## src/rtl/tx_sched_flags.sv

```systemverilog
// Per-flow ack/data/retransmit pending flags with a round-robin scanner that hands one request per flow to the TX engine.
// Command layout (MSB..LSB): {flowid[FLOWID_W], ack_sc[2], data_sc[2], rt_sc[2], timestamp[TS_W]}, sc: 0=NOP 1=SET 2=CLEAR.
module tx_sched_flags #(
    parameter int MAX_FLOWS = 8,
    parameter int FLOWID_W  = 3,
    parameter int TS_W      = 16,
    parameter int CMD_W     = FLOWID_W + 6 + TS_W
) (
    input  logic                clk,
    input  logic                rst,
    input  logic                rx_eng_tx_sched_cmd_val,
    input  logic [CMD_W-1:0]    rx_eng_tx_sched_cmd_data,
    output logic                tx_sched_rx_eng_cmd_rdy,
    input  logic                tx_timeout_tx_sched_cmd_val,
    input  logic [CMD_W-1:0]    tx_timeout_tx_sched_cmd_data,
    output logic                tx_sched_tx_timeout_cmd_rdy,
    output logic                tx_sched_tx_req_val,
    output logic [FLOWID_W-1:0] tx_sched_tx_req_flowid,
    output logic [2:0]          tx_sched_tx_req_flags,
    input  logic                tx_tx_sched_req_rdy
);
    localparam logic [1:0] SC_SET = 2'd1;
    localparam logic [1:0] SC_CLR = 2'd2;

    typedef enum logic {SCAN = 1'b0, ISSUE = 1'b1} state_t;

    state_t               state, state_nxt;
    logic [FLOWID_W-1:0]  scan_ptr, ptr_inc, cmd_flowid, req_flowid;
    logic [MAX_FLOWS-1:0] ack_pend, data_pend, rt_pend;
    logic [MAX_FLOWS-1:0] ack_nxt, data_nxt, rt_nxt;
    logic [CMD_W-1:0]     cmd;
    logic [1:0]           ack_sc, data_sc, rt_sc;
    logic [2:0]           cur_flags, req_flags;
    logic                 cmd_val, claim, advance;
    logic                 unused_ts;

    // RX engine always wins; the timeout engine waits whenever RX is presenting.
    assign tx_sched_rx_eng_cmd_rdy     = 1'b1;
    assign tx_sched_tx_timeout_cmd_rdy = ~rx_eng_tx_sched_cmd_val;

    assign cmd_val    = rx_eng_tx_sched_cmd_val | tx_timeout_tx_sched_cmd_val;
    assign cmd        = rx_eng_tx_sched_cmd_val ? rx_eng_tx_sched_cmd_data : tx_timeout_tx_sched_cmd_data;
    assign cmd_flowid = cmd[CMD_W-1 -: FLOWID_W];
    assign ack_sc     = cmd[TS_W+5 -: 2];
    assign data_sc    = cmd[TS_W+3 -: 2];
    assign rt_sc      = cmd[TS_W+1 -: 2];
    assign unused_ts  = ^cmd[TS_W-1:0];

    function automatic logic sc_apply(input logic [1:0] sc, input logic cur);
        case (sc)
            SC_SET:  return 1'b1;
            SC_CLR:  return 1'b0;
            default: return cur;
        endcase
    endfunction

    always_comb begin
        cur_flags = '0;
        for (int f = 0; f < MAX_FLOWS; f++)
            if (scan_ptr == FLOWID_W'(f))
                cur_flags = {rt_pend[f], data_pend[f], ack_pend[f]};
    end

    assign claim   = (state == SCAN) && (|cur_flags);
    assign advance = ((state == SCAN) && !claim) || ((state == ISSUE) && tx_tx_sched_req_rdy);
    assign ptr_inc = (scan_ptr == FLOWID_W'(MAX_FLOWS - 1)) ? '0 : scan_ptr + FLOWID_W'(1);

    // Claim clears first, then the command is layered on top so a same-cycle SET survives.
    // Out-of-range flow ids match no entry and are dropped.
    always_comb begin
        ack_nxt  = ack_pend;
        data_nxt = data_pend;
        rt_nxt   = rt_pend;
        for (int f = 0; f < MAX_FLOWS; f++) begin
            if (claim && scan_ptr == FLOWID_W'(f)) begin
                ack_nxt[f]  = 1'b0;
                data_nxt[f] = 1'b0;
                rt_nxt[f]   = 1'b0;
            end
            if (cmd_val && cmd_flowid == FLOWID_W'(f)) begin
                ack_nxt[f]  = sc_apply(ack_sc, ack_nxt[f]);
                data_nxt[f] = sc_apply(data_sc, data_nxt[f]);
                rt_nxt[f]   = sc_apply(rt_sc, rt_nxt[f]);
            end
        end
    end

    always_ff @(posedge clk) begin
        if (rst) state <= SCAN;
        else     state <= state_nxt;
    end

    always_comb begin
        state_nxt = state;
        case (state)
            SCAN:    if (claim) state_nxt = ISSUE;
            ISSUE:   if (tx_tx_sched_req_rdy) state_nxt = SCAN;
            default: state_nxt = SCAN;
        endcase
    end

    always_comb begin
        tx_sched_tx_req_val = (state == ISSUE);
    end

    always_ff @(posedge clk) begin
        if (rst) begin
            ack_pend   <= '0;
            data_pend  <= '0;
            rt_pend    <= '0;
            scan_ptr   <= '0;
            req_flowid <= '0;
            req_flags  <= '0;
        end else begin
            ack_pend  <= ack_nxt;
            data_pend <= data_nxt;
            rt_pend   <= rt_nxt;
            if (advance) scan_ptr <= ptr_inc;
            if (claim) begin
                req_flowid <= scan_ptr;
                req_flags  <= cur_flags;
            end
        end
    end

    assign tx_sched_tx_req_flowid = req_flowid;
    assign tx_sched_tx_req_flags  = req_flags;
endmodule

```

## config.mk

```make
export PLATFORM = sky130hd
export DESIGN_NAME = tx_sched_flags
export DESIGN_NICKNAME = d
export VERILOG_FILES = /design/src/rtl/tx_sched_flags.sv
export SDC_FILE = /design/constraint.sdc
export NUM_CORES = 1
export LEC_CHECK = 0
export ABC_AREA = 0
export BUFFER_PORTS_ARGS = -buffer_cell sky130_fd_sc_hd__buf_2
export CAP_MARGIN = 20
export CORE_MARGIN = 2
export CORE_UTILIZATION = 55
export DETAILED_ROUTE_END_ITERATION = 16
export PLACE_DENSITY = 0.92
export REMOVE_ABC_BUFFERS = 1
export SETUP_SLACK_MARGIN = 0.02
export SYNTH_ARGS = -nofsm -noshare
export SYNTH_HDL_FRONTEND = slang
export SYNTH_SLANG_ARGS = --single-unit
export TNS_END_PERCENT = 5
```

## constraint.sdc

```tcl
create_clock -name clk -period 4.44 [get_ports clk]
set_input_delay 0.444 -clock clk [delete_from_list [all_inputs] [get_ports clk]]
set_output_delay 0.444 -clock clk [all_outputs]
set_load 0.01 [all_outputs]
```

==> impl_metrics.sql <==
INSERT INTO impl_metrics (metric_group, metric, value, unit) VALUES
('run_status', 'status', 'complete, no violations', ''),
('floorplan', 'die_height', '65.1', 'µm'),
('critical_path', 'critPathArrivalTime', '3.32', 'ns'),
('drt', 'num_vias', '2185', ''),
('cells_and_area', 'antenna_cells_inserted', '0', ''),
('sta', 'setup_violations', '0', ''),
('hold_path', 'worst_hold_startpoint', 'tx_sched_tx_req_flags[0]$_SDFFE_PP0N_', ''),
('power', 'power_density', '506', 'nW/µm²'),
('floorplan', 'initial_core_utilization', '56.5', '%'),
('hold_path', 'holdCritPathClass', 'register to register', ''),
('sta', 'fmax', '321', 'MHz'),
('synth', 'yosys_warnings', '0', ''),
('place', 'place.port_buffers', '30', ''),
('cells_and_area', 'fillerInstances', '303', ''),
('critical_path', 'worstSetupEndpointType', 'register', ''),
('power', 'p_leak', '0.000887', 'µW'),
('clock_tree', 'post_cts_repair_timing_setup_buffer_count', '0', ''),
('cells_and_area', 'layout.cell_area.non_filler', '2310', 'µm²'),
('sta', 'drv_slew', '0', ''),
('critical_path', 'worstSetupStartpointType', 'register', ''),
('floorplan', 'placementRows', '22', ''),
('power', 'p_int', '714', 'µW'),
('sta', 'min_period_over_period', '70.2', '%'),
('floorplan', 'die_w', '65.1', 'µm'),
('critical_path', 'critPathSlowestCell', 'sky130_fd_sc_hd__dfxtp_1', ''),
('clock_tree', 'postCtsHoldBufs', '0', ''),
('power', 'clockPowerShare', '30.4', '%'),
('drt', 'route.detailed.wl_per_inst', '16.4', 'µm'),
('floorplan', 'boundaryPins', '64', ''),
('power', 'seqPwrFrac', '31.8', '%'),
('sta', 'fin_crit', '3.12', 'ns'),
('clock_tree', 'cts_num_sinks', '34', ''),
('drt', 'antenna_violating_nets_post_route', '0', ''),
('global_route', 'gr-usage-all-layers', '26.9', '%'),
('sta', 'timing_worst_slew_pin_value', '0.927', 'ns'),
('global_route', 'global_route_wire_length_before_repair', '8840', 'µm'),
('sta', 'fin_tns_setup', '0', 'ns'),
('synth', 'synth_area', '2050', 'µm²'),
('place', 'placedInstanceArea', '2170', 'µm²'),
('synth', 'yosysUniqueCellTypes', '42', ''),
('clock_tree', 'worst_skew_pair.late_latency', '0.30', 'ns'),
('global_route', 'grt_start_max_net_pins', '26', ''),
('cells_and_area', 'final_layout_size_suffix_gt1_share', '16.8', '%'),
('floorplan', 'die-area', '4240', 'µm²'),
('place', 'dp_hpwl', '3780', 'µm'),
('global_route', 'grt_pass1_vias', '1927', ''),
('cells_and_area', 'fin_util', '63.5', '%'),
('power', 'p_comb_share', '37.8', '%'),
('synth', 'synthCells', '260', ''),
('sta', 'final_hold_viol_count', '0', ''),
('sta', 'rsz0062_at_grt', 'false', ''),
('critical_path', 'worst-setup-path-type', 'register to register', ''),
('power', 'peakVddDrop', '444', 'µV'),
('floorplan', 'core', '3630', 'µm²'),
('clock_tree', 'h_tree_depth', '2', ''),
('synth', 'post_synth.cell_area_avg', '7.90', 'µm²'),
('critical_path', 'regToRegStartpoint', 'scan_ptr[2]$_SDFFE_PP0P_', ''),
('critical_path', 'slowest_delay', '0.60', 'ns'),
('cells_and_area', 'nets', '343', ''),
('clock_tree', 'max-clock-path-buffers', '2', ''),
('job', 'cap_violations', '0', ''),
('critical_path', 'timing.critical_path.cells', 'inv_1, ha_1, a211oi_1, a22o_1, o211ai_1, o21ai_2, nand2_2, a221oi_1', ''),
('critical_path', 'worst-endpoint-required', '4.64', 'ns'),
('synth', 'synth-seq-cells', '34', ''),
('critical_path', 'launch_point_of_the_critical_path', 'scan_ptr[2]$_SDFFE_PP0P_', ''),
('sta', 'slew_headroom', '38.2', '%'),
('cells_and_area', 'area_growth_syn_to_layout', '12.4', '%'),
('clock_tree', 'path_clk_slew', '0.08', 'ns'),
('clock_tree', 'cts_repair_resized_insts', '0', ''),
('global_route', 'grt_antenna_before_repair', '0', ''),
('power', 'power.share.switching', '38.8', '%'),
('drt', 'totalWireLength', '5390', 'µm'),
('power', 'switchingPower', '453', 'µW'),
('drt', 'first_pass_iters', '5', ''),
('clock_tree', 'tritoncts.num_buffers', '5', ''),
('global_route', 'globalRouteOverflowTotal', '0', ''),
('sta', 'fin_worst_skew', '0.00821', 'ns'),
('critical_path', 'top_fanout_value_on_the_critical_path', '16', ''),
('clock_tree', 'root_buf_cell', 'sky130_fd_sc_hd__clkbuf_8', ''),
('drt', 'detail_route.iter0.violations', '154', ''),
('synth', 'synth-seq-area-share', '33.1', '%'),
('clock_tree', 'cts_tree', 'built', ''),
('place', 'gp_congestion', '0.928', ''),
('drt', 'detail_route.drc_violations', '0', ''),
('drt', 'vias_per_cell', '6.66', '');
[flip-flops by register name, summed over array words and instances, names as in the netlist]
signal                  flops
ack_pend                    8
data_pend                   8
rt_pend                     8
scan_ptr                    3
tx_sched_tx_req_flags       3
tx_sched_tx_req_flowid      3
tx_sched_tx_req_val         1
[metal layers]
metal | track usage (%) | routed length (µm) | vias up
met2 | 42.8 | 2560 | 149
met3 | 5.65 | 585 | 30
met5 | 0 | 0 | -
met1 | 34.2 | 2010 | 995
met4 | 14.6 | 231 | 0
li1 | - | - | 1011
[layout make-up]
| type | count | area [µm²] | area share (%) |
|---|---|---|---|
| inverter | 10 | 37.5 | 1.63 |
| sequential | 34 | 681 | 29.5 |
| clock buffer | 5 | 68.8 | 2.98 |
| multi-input combinational | 198 | 1240 | 53.8 |
| clock inverter | 3 | 68.8 | 2.98 |
| timing repair buffer | 30 | 150 | 6.50 |
| tap | 48 | 60.1 | 2.60 |
[cell usage in the layout (no fill, tap or decap), drive strengths merged, types with 7 or more instances in the layout]
master and instances:
mux2i 7, dfxtp 34, nor2b 11, nor2 12, inv 10, o21ai 30
a221oi 10, o22ai 16, a21oi 13, nand4 9, nand2 37, buf 30
ha 9
[cells by family (layout without fill, tap and decap cells)]
family,after synthesis,after routing,synth area share (%)
compound gates,94,94,30.1
flops,34,34,33.1
fa+ha+maj,9,9,5.48
other cells,1,1,0.183
buf+inv,28,48,6.39
mux,10,10,5.05
simple gates,84,84,19.6
[path summary, 6_finish.rpt]
| path | end | slack (ns) | depth (start not counted) |
|---|---|---|---|
| setup / recovery | rt_pend[2]$_SDFF_PP0_ | 1.32 | 8 |
| hold reg to reg | tx_sched_tx_req_flags[0]$_SDFFE_PP0N_ | 0.47 | 2 |
| hold / removal | tx_sched_tx_req_flags[0]$_SDFFE_PP0N_ | 0.47 | 2 |
| setup reg to reg | rt_pend[2]$_SDFF_PP0_ | 1.32 | 8 |
[cell usage after synthesis]
| cell type | n | share of area, % |
|---|---|---|
| sky130_fd_sc_hd__nor3_1 | 1 | 0.24 |
| sky130_fd_sc_hd__a41o_1 | 3 | 1.5 |
| sky130_fd_sc_hd__a31oi_1 | 6 | 1.8 |
| sky130_fd_sc_hd__buf_6 | 1 | 0.55 |
| sky130_fd_sc_hd__dfxtp_1 | 34 | 33 |
| sky130_fd_sc_hd__a21o_1 | 1 | 0.37 |
| sky130_fd_sc_hd__nand3b_1 | 2 | 0.73 |
| sky130_fd_sc_hd__nand2_1 | 36 | 6.6 |
| sky130_fd_sc_hd__o22ai_1 | 16 | 4.9 |
| sky130_fd_sc_hd__clkbuf_2 | 1 | 0.24 |
| sky130_fd_sc_hd__buf_1 | 2 | 0.37 |
| sky130_fd_sc_hd__a21oi_1 | 12 | 2.9 |
| sky130_fd_sc_hd__buf_2 | 5 | 1.2 |
| sky130_fd_sc_hd__a211oi_1 | 2 | 0.73 |
| sky130_fd_sc_hd__o21ai_0 | 28 | 6.8 |
| sky130_fd_sc_hd__nand2b_1 | 4 | 1.2 |
| sky130_fd_sc_hd__conb_1 | 1 | 0.18 |
| sky130_fd_sc_hd__o211ai_1 | 5 | 1.8 |
| sky130_fd_sc_hd__a21oi_2 | 1 | 0.43 |
| sky130_fd_sc_hd__a221oi_1 | 10 | 4.3 |
| sky130_fd_sc_hd__mux2i_1 | 7 | 3.4 |
| sky130_fd_sc_hd__o31ai_1 | 1 | 0.37 |
| sky130_fd_sc_hd__nor2b_1 | 11 | 3.3 |
| sky130_fd_sc_hd__or2_2 | 1 | 0.30 |
| sky130_fd_sc_hd__nand3_1 | 4 | 0.97 |
| sky130_fd_sc_hd__or3_1 | 1 | 0.30 |
| sky130_fd_sc_hd__nand2_2 | 1 | 0.30 |
| sky130_fd_sc_hd__o32ai_1 | 3 | 1.3 |
| sky130_fd_sc_hd__nand4_1 | 9 | 2.7 |
| sky130_fd_sc_hd__nor2_1 | 12 | 2.2 |
| sky130_fd_sc_hd__nor4_1 | 1 | 0.30 |
| sky130_fd_sc_hd__o21ai_1 | 1 | 0.24 |
| sky130_fd_sc_hd__a32oi_1 | 1 | 0.43 |
| sky130_fd_sc_hd__mux2_2 | 3 | 1.6 |
| sky130_fd_sc_hd__a2111oi_2 | 2 | 1.5 |
| sky130_fd_sc_hd__buf_4 | 3 | 1.1 |
| sky130_fd_sc_hd__inv_1 | 10 | 1.8 |
| sky130_fd_sc_hd__ha_1 | 9 | 5.5 |
| sky130_fd_sc_hd__o21ai_2 | 1 | 0.43 |
| sky130_fd_sc_hd__or2b_1 | 1 | 0.37 |
| sky130_fd_sc_hd__clkbuf_1 | 6 | 1.1 |
| sky130_fd_sc_hd__a22o_1 | 1 | 0.43 |
[power by group through the flow]
stage,clock [µW],combinational (µW),sequential (µW)
floorplan,0,296,381
global placement,0,417,376
detailed placement,0,424,377
CTS,350,432,371
global route,366,482,376
finish,355,441,371
[worst max-delay path, delay by kind of cell, from the launching register on]
family / cells / cell delay (ns)
AND/OR/NAND/NOR: 1 / 0.31
flip-flops: 1 / 0.60
buffers and inverters: 1 / 0.24
AO/OA/AOI/OAI: 5 / 1.48
adder cells (fa/ha/maj): 1 / 0.39
[metrics by stage]
stage	total power, µW	setup slack, ns	instances	hold WS [ns]
2_1_floorplan	678	2.05	242	0.450
3_3_place_gp	792	1.48	320	0.442
3_5_place_dp	801	1.41	320	0.455
4_1_cts	1150	1.37	328	0.467
5_1_grt	1220	1.02	328	0.493
6_report	1170	1.32	328	0.466
(Power assumes the default switching activity.)
